## config.mk

```make
export PLATFORM = sky130hd
export DESIGN_NAME = lcd_nibble_tx
export DESIGN_NICKNAME = d
export VERILOG_FILES = /design/src/rtl/lcd_pkg.sv /design/src/rtl/lcd_nibble_tx_counter.sv /design/src/rtl/lcd_nibble_tx.sv
export SDC_FILE = /design/constraint.sdc
export NUM_CORES = 1
export LEC_CHECK = 0
export CAP_MARGIN = 0
export CORE_ASPECT_RATIO = 1.1
export CORE_UTILIZATION = 55
export CTS_CLUSTER_SIZE = 24
export DETAILED_ROUTE_END_ITERATION = 6
export PLACE_DENSITY_LB_ADDON = 0.05
export RECOVER_POWER = 100
export SLEW_MARGIN = 20
export SYNTH_ARGS = -nofsm -noshare
export SYNTH_HDL_FRONTEND = slang
export SYNTH_HIERARCHICAL = 1
export SYNTH_SLANG_ARGS = --single-unit
```

## constraint.sdc

```tcl
create_clock -name CLK -period 7.2 [get_ports CLK]
set_input_delay 0.72 -clock CLK [delete_from_list [all_inputs] [get_ports CLK]]
set_output_delay 0.72 -clock CLK [all_outputs]
set_load 0.01 [all_outputs]
```

## src/rtl/lcd_pkg.sv

```systemverilog
// Shared definitions for the LCD init/text sequencer and the nibble transfer stage.
// Timing constants are expressed in clk cycles at the nominal system frequency.
package lcd_pkg;

  localparam int FREQ = 50_000_000;

  localparam int RS_BIT = 4;

  localparam int T1US   = FREQ / 1_000_000;
  localparam int T10US  = 10 * T1US;
  localparam int T53US  = 53 * T1US;
  localparam int T100US = 100 * T1US;
  localparam int T3MS   = 3000 * T1US;
  localparam int T4_1MS = 4100 * T1US;

  localparam int DEF_T_SETUP = 3;
  localparam int DEF_T_EPW   = 12;
  localparam int DEF_T_HOLD  = 2;
  localparam int DEF_DELAY_W = 21;

  typedef enum logic [2:0] {
    ST_IDLE  = 3'd0,
    ST_SETUP = 3'd1,
    ST_EHIGH = 3'd2,
    ST_HOLD  = 3'd3,
    ST_DELAY = 3'd4,
    ST_DONE  = 3'd5,
    ST_REARM = 3'd6
  } lcd_state_e;

  function automatic int cycles_for_us(input int us);
    return us * T1US;
  endfunction

endpackage

```

## src/rtl/lcd_nibble_tx_counter.sv

```systemverilog
// Loadable down-counter shared by every timed phase of the nibble transfer.
// It saturates at zero so an idle enable can never wrap it.
module lcd_delay_counter
  import lcd_pkg::*;
#(
  parameter int WIDTH = DEF_DELAY_W
) (
  input  logic             clk,
  input  logic             rst_n,
  input  logic             load,
  input  logic             en,
  input  logic [WIDTH-1:0] value,
  output logic [WIDTH-1:0] count,
  output logic             zero
);

  always_ff @(posedge clk or negedge rst_n) begin
    if (!rst_n) begin
      count <= '0;
    end else if (load) begin
      count <= value;
    end else if (en && (count != '0)) begin
      count <= count - WIDTH'(1);
    end
  end

  assign zero = (count == '0);

endmodule

```

## src/rtl/lcd_nibble_tx.sv

```systemverilog
// Turns one {RS, nibble} command into a timed HD44780 4-bit bus write followed
// by a caller-chosen wait, then pulses commandDone for one cycle.
//
// state | meaning
// IDLE  | waiting for sendCommand; latches command and delay on acceptance
// SETUP | LCD_D/RS stable, E low, T_SETUP cycles
// EHIGH | E high, T_EPW cycles
// HOLD  | E low, LCD_D held, T_HOLD cycles
// DELAY | post-command wait of the latched delay
// DONE  | commandDone high for this single cycle
// REARM | waits for sendCommand to drop so a held request cannot retrigger
module lcd_nibble_tx
  import lcd_pkg::*;
#(
  parameter int T_SETUP = DEF_T_SETUP,
  parameter int T_EPW   = DEF_T_EPW,
  parameter int T_HOLD  = DEF_T_HOLD,
  parameter int DELAY_W = DEF_DELAY_W
) (
  input  logic               CLK,
  input  logic               RST_N,
  input  logic               sendCommand,
  input  logic [4:0]         command,
  input  logic [DELAY_W-1:0] commandDelay,
  output logic               commandDone,
  output logic               busy,
  output logic [4:0]         LCD_D,
  output logic               LCD_E
);

  lcd_state_e         state, next_state;
  logic [DELAY_W-1:0] delay_q;
  logic               accept;
  logic               cnt_load;
  logic               cnt_en;
  logic [DELAY_W-1:0] cnt_value;
  logic [DELAY_W-1:0] cnt_count;
  logic               cnt_zero;

  lcd_delay_counter #(
    .WIDTH(DELAY_W)
  ) u_cnt (
    .clk   (CLK),
    .rst_n (RST_N),
    .load  (cnt_load),
    .en    (cnt_en),
    .value (cnt_value),
    .count (cnt_count),
    .zero  (cnt_zero)
  );

  // Each phase loads N-1 so that the phase lasts exactly N cycles including the
  // cycle on which the zero flag triggers the transition.
  always_comb begin
    next_state = state;
    accept     = 1'b0;
    cnt_load   = 1'b0;
    cnt_en     = 1'b0;
    cnt_value  = '0;
    case (state)
      ST_IDLE: begin
        if (sendCommand) begin
          accept     = 1'b1;
          cnt_load   = 1'b1;
          cnt_value  = DELAY_W'(T_SETUP - 1);
          next_state = ST_SETUP;
        end
      end
      ST_SETUP: begin
        if (cnt_zero) begin
          cnt_load   = 1'b1;
          cnt_value  = DELAY_W'(T_EPW - 1);
          next_state = ST_EHIGH;
        end else begin
          cnt_en = 1'b1;
        end
      end
      ST_EHIGH: begin
        if (cnt_zero) begin
          cnt_load   = 1'b1;
          cnt_value  = DELAY_W'(T_HOLD - 1);
          next_state = ST_HOLD;
        end else begin
          cnt_en = 1'b1;
        end
      end
      ST_HOLD: begin
        if (cnt_zero) begin
          if (delay_q == '0) begin
            next_state = ST_DONE;
          end else begin
            cnt_load   = 1'b1;
            cnt_value  = delay_q - DELAY_W'(1);
            next_state = ST_DELAY;
          end
        end else begin
          cnt_en = 1'b1;
        end
      end
      ST_DELAY: begin
        if (cnt_zero) begin
          next_state = ST_DONE;
        end else begin
          cnt_en = 1'b1;
        end
      end
      ST_DONE: begin
        next_state = ST_REARM;
      end
      ST_REARM: begin
        if (!sendCommand) begin
          next_state = ST_IDLE;
        end
      end
      default: begin
        next_state = ST_IDLE;
      end
    endcase
  end

  // Outputs are registered from next_state so they line up with the state they describe.
  always_ff @(posedge CLK or negedge RST_N) begin
    if (!RST_N) begin
      state       <= ST_IDLE;
      delay_q     <= '0;
      LCD_D       <= '0;
      LCD_E       <= 1'b0;
      commandDone <= 1'b0;
      busy        <= 1'b0;
    end else begin
      state       <= next_state;
      LCD_E       <= (next_state == ST_EHIGH);
      commandDone <= (next_state == ST_DONE);
      busy        <= (next_state != ST_IDLE);
      if (accept) begin
        LCD_D   <= command;
        delay_q <= commandDelay;
      end
    end
  end

endmodule

```

Word level (Yosys, flattened, before mapping)
Index checks and enable logic that the tools add are counted.
{"block": "totals", "reg_bits": 53, "latch_bits": 0, "mem_bits_rw": 0, "inputBits": 29, "elab_cells": 50, "rom_bits": 0, "mem_count": 0, "output_inout_bits": 8}
{"block": "classes", "addsub": 2, "div": 0, "order_cmp": 0, "mul": 0, "n_mux": 24, "shifts": 0, "n_eq_ne": 8, "n_reduce_logical": 9, "bitwise_logic": 0}
{"op": "$mux W21", "n": 4}
{"op": "$pmux W21 S4", "n": 1}
{"op": "$logic_not A21 Y1", "n": 2}
{"op": "$sub A21 B1 Y21 const B", "n": 2}
{"op": "$pmux W3 S7", "n": 1}
{"op": "$reduce_bool A21 Y1", "n": 1}
{"op": "$mux W3", "n": 6}
{"op": "$eq A3 B3 Y1 const B", "n": 4}
{"op": "$eq A3 B2 Y1 const B", "n": 3}
{"op": "$mux W1", "n": 9}
{"op": "$mux W4", "n": 1}
{"op": "$reduce_or A4 Y1", "n": 1}
{"op": "$eq A3 B1 Y1 const B", "n": 1}
{"op": "$logic_not A3 Y1", "n": 1}
{"op": "$pmux W1 S3", "n": 1}
{"op": "$reduce_bool A3 Y1", "n": 1}
{"op": "$mux W2", "n": 1}
{"op": "$reduce_bool A2 Y1", "n": 1}
{"op": "$reduce_or A2 Y1", "n": 1}
{"op": "$logic_and A1 B1 Y1", "n": 1}

Logic depth before layout (Yosys ltp)
Gate-level depths: netlist of run 1.
{"block": "depth", "depth_word": 6, "depth_mapped": 13, "mapped_depth_nobuf": 12}

By module
The synthesis of run 1 kept the hierarchy.
{"mod": "lcd_nibble_tx", "cells_per_inst": 181, "area_per_inst_um2": 1854.3, "instances": 1, "seq_area_each_um2": 800.8}
{"mod": "lcd_delay_counter", "cells_per_inst": 146, "area_per_inst_um2": 1373.8, "instances": 1, "seq_area_each_um2": 525.5}

Worst setup path before layout of run 1
OpenSTA, ideal clock, no wires.
{"block": "synth_path", "kind": "reg2reg", "startpoint": "reg u_cnt.count[9]", "endpoint": "reg u_cnt.count[17]", "arrival_ns": 3.407, "path_buffers": 2, "setup_ns": 0.125, "required_time_ns": 7.075, "stages_incl_launch_ff": 12, "slack_ns": 3.668, "period_less_slack_ns": 3.532, "cell_sequence": "dfrtp_1 or4_4 or2_0 buf_6 nor4_1 nor2b_1 nor2b_1 nor2_1 a31oi_1 clkdlybuf4s25_2 clkinv_1 mux2_2"}
{"block": "synth_via", "word_cells_on_any_way": 14, "classes_between": "add/sub (1); mux (9); reduce/logical (4)"}
{"item": "start, declared", "line": "lcd_nibble_tx_counter.sv:13", "rtl": "output logic [WIDTH-1:0] count,"}
{"item": "start signal, assigned", "line": "lcd_nibble_tx_counter.sv:21", "rtl": "count <= value;"}
{"item": "start signal, assigned", "line": "lcd_nibble_tx_counter.sv:23", "rtl": "count <= count - WIDTH'(1);"}
{"item": "$logic_not A21 Y1 (*)", "line": "lcd_nibble_tx_counter.sv:27", "rtl": "assign zero = (count == '0);"}
{"item": "net cnt_zero", "line": "lcd_nibble_tx.sv:38", "rtl": "logic cnt_zero;"}
{"item": "$mux W1 (on tied branches)", "line": "lcd_nibble_tx.sv:88, lcd_nibble_tx.sv:70, lcd_nibble_tx.sv:79"}
{"item": "$pmux W1 S3 (*)", "line": "lcd_nibble_tx.sv:60", "rtl": "case (state)"}
{"item": "net cnt_load", "line": "lcd_nibble_tx.sv:34", "rtl": "logic cnt_load;"}
{"item": "$mux W21 / $reduce_bool A2 Y1 (equally long branches)"}
The timed path passes the listed nets; every way through them passes the cells marked *. The select of a mux whose other input is x is not followed.
A chain may end at the register's enable or synchronous reset.

Final worst setup path of run 1
{"block": "layout_path", "startpoint": "reg u_cnt.count[9]", "endpoint": "reg u_cnt.count[1]"}
Same word-level chain as after synthesis.

==> impl_metrics.toml, run 1 <==
[cells_and_area]
postLayoutCoreUtil = 0.680
drive_gt1_frac = 0.155
finalInstanceArea_sq_um = 3740
antenna_cells = 0
fin_nets = 393
area_delta_synth_final_pct = 15.9

[sta]
tns_ns = 0
rsz0062_at_grt = "false"
min_period_ns = 5.35
slew_violations = 84
max_freq_mhz = 187
slew_headroom = -0.820
hold_viol = 0
fin_crit_sh = 0.743
fin_skew_ns = 0.00643
setup_viol = 0
worstMarginPinSlew_ns = 2.73

[worst_setup_path]
startpoint_type = "register"
cp_max_fo = 37
crit_chain = "or4_1 > or2_0 > nor4_1 > nor2b_1 > nor2b_1 > nor2_1 > a31oi_2 > clkbuf_1 > clkinv_1 > nand3_1 > o311ai_0"
cpMostUsedCell = "nor2b_1"
arrival_ns = 5.46
end_kind = "register"
critPathKind = "register to register"
required_ns = 7.32
slowest_delay_ns = 0.99
cp_slowest_cell = "clkbuf_1"

[cts]
cts_root_buf = "clkbuf_8"
clock-sinks = 53
cts_tree = "built"
clock_latency_ns = 0.30
numCtsBuffers = 5
hold_buffers = 0
cts_setup_buffers = 0
path_clk_slew_ns = 0.09
cts_resized = 0
htree_num_levels = 2
clockBufferDepth = 2

[synthesis]
ys_seq_elements = 53
synth_warnings = 6
synth.distinct_cells = 57
synthArstFlopShare = 1.00
synth-seq-area-share = 0.411
avgSynthCellArea_sq_um = 9.87
synth_edf_count = 0
synth_area_sq_um = 3230
synth_flop_cell = "dfrtp_1"
synthCells = 327
synth_fp_nets = 359

[global_route]
grt_max_degree = 54
antenna_found_initial = 0
grt_pass1_vias = 2366
grt_util_all_layers = 0.239
grt_overflow = 0
grt_pass1_wl_microns = 11100

[placed_design]
dp_hpwl_microns = 4730
place_area_sq_um = 3650
portBuffers = 36
gp_congestion = 0.859

[routing]
dr.first_iter.drc_count = 247
avgViaCountPerCell = 5.78
firstDrtPassIters = 5
num_vias = 2526
wl_per_cell_microns = 14.8
drtAntennaViolNets = 0
wl_microns = 6480
drc = 0

[worst_hold_path]
min_path_type = "register to register"

[pwr]
clockPowerShare = 0.277
power.density_nw_per_um2 = 198
p_switching_uw = 213
p_comb_frac = 0.195
p_leak_nw = 1.44
peakVddDrop_mv = 0.143
power_uw = 740
p_int_uw = 527
power_frac_seq = 0.528
swShare = 0.288

[die]
pin_count = 37
row_count = 28
core_sq_um = 5500
design.die.area_sq_um = 6180
die_h_microns = 82.4
start_util = 0.587
die_w_microns = 75.0

[job]
max_cap_violations = 2

[outcome]
violations = "capacitance limit, slew limit"
status = "finished, violations left"
cell usage in the layout (no fill, tap or decap), types with 3 or more instances in the layout:
cell type / instances
dfrtp_1: 53
nand4_1: 9
nand4b_1: 5
o31ai_1: 4
clkbuf_1: 4
clkbuf_8: 6
dlygate4sd3_1: 9
xnor2_1: 8
nand2_1: 31
a31oi_1: 3
o21ai_0: 23
ha_1: 3
mux2_2: 24
nor4_1: 6
nand3_1: 10
nor2_1: 30
clkdlybuf4s50_1: 26
nor4_4: 3
inv_1: 8
nor3_1: 8
o211ai_1: 5
nor2b_1: 3
a21oi_1: 9
xor2_1: 19
or4_1: 6
worst max-delay path: cells and delay by family, from the launching register on:
family	cells	cell delay (ns)
compound gates	2	0.33
buf+inv	2	1.60
flops	1	0.41
simple gates	7	2.82
state kept, by name, summed over array words and instances (netlist names):
signal / flops
LCD_E: 1
u_cnt/count: 21
LCD_D: 5
delay_q: 21
commandDone: 1
busy: 1
state: 3
cell families (layout without fill, tap and decap cells):
kind of cell	Yosys count	after routing	synth area share
multiplexers	25	25	0.0872
AO/OA/AOI/OAI	60	60	0.128
buffers and inverters	23	58	0.0353
adder cells (fa/ha/maj)	3	3	0.0116
flip-flops	53	53	0.411
AND/OR/NAND/NOR	136	136	0.254
XOR/XNOR	27	27	0.0733
metrics by stage:
step | setup slack, ns | std cells | hold WS (ns)
floorplan | 3.67 | 327 | 0.424
global placement | 3.15 | 429 | 0.487
detailed placement | 2.99 | 429 | 0.496
CTS | 2.96 | 437 | 0.518
global route | 1.35 | 437 | 0.542
finish | 1.85 | 437 | 0.509
worst paths after layout:
kind                       slack (ns)  depth (start not counted)                          end                        from
max                              1.85                         11   u_cnt/count[1]$_DFFE_PN0P_  u_cnt/count[9]$_DFFE_PN0P_
min                              0.51                          1         LCD_D[0]$_DFFE_PN0P_        LCD_D[0]$_DFFE_PN0P_
max reg2reg                      1.85                         11   u_cnt/count[1]$_DFFE_PN0P_  u_cnt/count[9]$_DFFE_PN0P_
min reg2reg                      0.51                          1         LCD_D[0]$_DFFE_PN0P_        LCD_D[0]$_DFFE_PN0P_
max in group asynchronous        4.26                          2       delay_q[9]$_DFFE_PN0P_                       RST_N
min in group asynchronous        1.37                          2  u_cnt/count[11]$_DFFE_PN0P_                       RST_N
synth_stat cells (3+ instances only):
library cell / number / area (sq um)
a21oi_1: 9 / 45.0
a31oi_1: 4 / 25.0
clkbuf_1: 9 / 33.8
dfrtp_1: 53 / 1330
ha_1: 3 / 37.5
inv_1: 8 / 30.0
mux2_2: 25 / 282
nand2_1: 31 / 116
nand3_1: 10 / 50.1
nand4_1: 9 / 56.3
nand4b_1: 5 / 43.8
nor2_1: 30 / 113
nor2b_1: 3 / 18.8
nor3_1: 8 / 40.0
nor4_1: 6 / 37.5
nor4_4: 3 / 63.8
o211ai_1: 5 / 37.5
o21ai_0: 22 / 110
o31ai_1: 4 / 30.0
or4_1: 5 / 37.5
xnor2_1: 8 / 70.1
xor2_1: 19 / 166
layout make-up:
class / instances / area [sq um]
multi-input combinational: 251 / 1790
fill: 473 / 1760
sequential: 53 / 1330
timing repair buffer: 41 / 382
tap: 75 / 93.8
clock buffer: 7 / 86.3
inverter: 9 / 33.8
clock inverter: 1 / 30.0
metal layers:
layer / wire, microns / track usage / vias up
met3: 169 / 0.0400 / 2
met1: 3170 / 0.335 / 1220
met5: 0 / 0 / -
li1: - / - / 1263
met4: 27 / 0.0679 / 0
met2: 3120 / 0.380 / 41
power by group through the flow:
| stage | combinational (mW) | clock, mW | sequential [mW] |
|---|---|---|---|
| after floorplan | 0.101 | 0 | 0.386 |
| after global placement | 0.144 | 0 | 0.394 |
| after detailed placement | 0.146 | 0 | 0.398 |
| after CTS | 0.147 | 0.213 | 0.391 |
| after global routing | 0.163 | 0.225 | 0.398 |
| final | 0.145 | 0.205 | 0.391 |
Note: power is estimated with default switching activity, not from simulation.
==> run 2, diff against run 1 <==
==> constraint.sdc (replaced) <==
create_clock -name CLK -period 5.3 [get_ports CLK]
set_input_delay 0.53 -clock CLK [delete_from_list [all_inputs] [get_ports CLK]]
set_output_delay 0.53 -clock CLK [all_outputs]
set_load 0.01 [all_outputs]
==> run 2 against run 1 <==
Net effect: the run still ends with capacitance limit, slew limit left; register-to-register slack worse by 0.59 ns; hold slack about the same; maximum frequency is 32% higher; via count is 0.51% lower; sequential power increased by 36%; clock power increased by 11%; non-clock buffer count up 1; critical endpoint is now u_cnt/count[17]$_DFFE_PN0P_; highest routed layer unchanged.
==> impl_metrics.toml, run 2 (synthesized netlist as in run 1, its figures left out) <==
[outcome]
status = "finished, violations left"
violations = "capacitance limit, slew limit"

[worst_setup_path]
cp_max_fo = 37
critPathKind = "register to register"
critical_path.startpoint = "u_cnt/count[9]$_DFFE_PN0P_"
critPathBufInv = 3
crit_chain = "or4_1 > or2_0 > nor4_1 > clkbuf_1 > nor2b_1 > nor2b_1 > nor2_1 > a31oi_2 > buf_4 > clkinv_1 > mux2_2"
crit_family = "simple AND/OR/NAND/NOR gates"
startpoint_type = "register"
r2r-end = "u_cnt/count[17]$_DFFE_PN0P_"
arrival_ns = 4.23
cp_slowest_cell = "or4_1"
r2r_setup_slack_ns = 1.26
cpMostUsedCell = "nor2b_1"
end_kind = "register"
required_ns = 5.49
reg2reg_from = "u_cnt/count[9]$_DFFE_PN0P_"
path_depth = 11
slowest_delay_ns = 0.58
endpoint = "u_cnt/count[17]$_DFFE_PN0P_"
reg2reg_depth = 11

[cts]
cts_resized = 0
clock_latency_ns = 0.30
numCtsBuffers = 5
cts_root_buf = "clkbuf_8"
clockBufferDepth = 2
clock-sinks = 53
hold_buffers = 0
path_clk_slew_ns = 0.09
htree_num_levels = 2
cts_setup_buffers = 0
cts_tree = "built"

[sta]
tns_ns = 0
setup_viol = 0
worstMarginPinSlew_ns = 2.80
fin_skew_ns = 0.00912
min_period_ns = 4.04
slew_headroom = -0.869
rsz0062_at_grt = "false"
slew_violations = 85
fin_hold_ws_ns = 0.509
max_freq_mhz = 248
hold_viol = 0
fin_crit_sh = 0.761

[cells_and_area]
layout_common_cells = "dfrtp_1 (53), nand2_1 (31), nor2_1 (30)"
fill_cells = 470
antenna_cells = 0
drive_gt1_frac = 0.157
area_delta_synth_final_pct = 15.2
reg_top3 = "delay_q: 21 flops, u_cnt/count: 21 flops, LCD_D: 5 flops"
fin_nets = 394
layout_commonest_cell = "dfrtp_1"
postLayoutCoreUtil = 0.676

[routing]
dr.first_iter.drc_count = 202
num_vias = 2513
firstDrtPassIters = 4
drtAntennaViolNets = 0
wl_microns = 6580
wl_per_cell_microns = 15.0
drc = 0
avgViaCountPerCell = 5.75

[placed_design]
dp_hpwl_microns = 4710
gp_congestion = 0.869
portBuffers = 36

[global_route]
grt_overflow = 0
grt_pass1_vias = 2288
grt_max_degree = 54
antenna_found_initial = 0
grt_util_all_layers = 0.233
grt_pass1_wl_microns = 10900

[pwr]
peakVddDrop_mv = 0.161
p_leak_nw = 1.43
power.density_nw_per_um2 = 257

[die]
design.die.area_sq_um = 6180
row_count = 28
pin_count = 37
core_sq_um = 5500
die_h_microns = 82.4
start_util = 0.587
die_w_microns = 75.0

[worst_hold_path]
min_path_type = "register to register"

[job]
max_cap_violations = 2
## run 2: power breakdown
group / internal [mW] / switching [mW] / total [mW]
Clock: 0.104 / 0.124 / 0.228
Combinational: 0.103 / 0.0927 / 0.196
Sequential: 0.459 / 0.0744 / 0.533
Total: 0.666 / 0.291 / 0.957
## run 2: worst min-delay path by stage
stage | startpoint | endpoint | slack [ns] | depth (start not counted)
6_report | LCD_D[1]$_DFFE_PN0P_ | LCD_D[1]$_DFFE_PN0P_ | 0.51 | 1
5_1_grt | LCD_D[1]$_DFFE_PN0P_ | LCD_D[1]$_DFFE_PN0P_ | 0.54 | 1
4_1_cts | RST_N | u_cnt/count[5]$_DFFE_PN0P_ | 0.37 | 2
3_5_place_dp | LCD_D[1]$_DFFE_PN0P_ | LCD_D[1]$_DFFE_PN0P_ | 0.50 | 1
3_3_place_gp | LCD_D[1]$_DFFE_PN0P_ | LCD_D[1]$_DFFE_PN0P_ | 0.49 | 1
2_1_floorplan | RST_N | LCD_D[0]$_DFFE_PN0P_ | 0.23 | 0
## run 2: routing by layer
| metal | share of wire | track usage | up-vias |
|---|---|---|---|
| met5 | 0 | 0 | - |
| met4 | 0.0075 | 0.0660 | 0 |
| met3 | 0.031 | 0.0376 | 6 |
| met2 | 0.47 | 0.362 | 54 |
| met1 | 0.49 | 0.334 | 1194 |
| li1 | - | - | 1259 |
## run 2: final cells by class
type                    instances  area [sq um]  area share
multi-input cells             251          1790       0.481
inverters                       9          33.8     0.00908
well taps                      75          93.8      0.0252
flip-flops and latches         53          1330       0.357
repair buffers                 42           389       0.105
clock buffers                   7          86.3      0.0232
## run 2: stage by stage
step	power [mW]	std cells	cell area [sq um]	worst slack [ns]
after floorplan	0.662	327	3230	1.77
after global placement	0.731	430	3650	1.59
after detailed placement	0.740	430	3650	1.51
after CTS	0.969	437	3740	1.50
after global routing	1.01	437	3720	0.966
final	0.957	437	3720	1.26
## run 2: worst reg2reg max path, delay by kind of cell, from the launching register on
kind,cells,cell delay [ns]
AOI/OAI and AO/OA,1,0.19
buffers and inverters,3,0.96
DFF,1,0.41
muxes,1,0.36
and+or+nand+nor,6,2.01
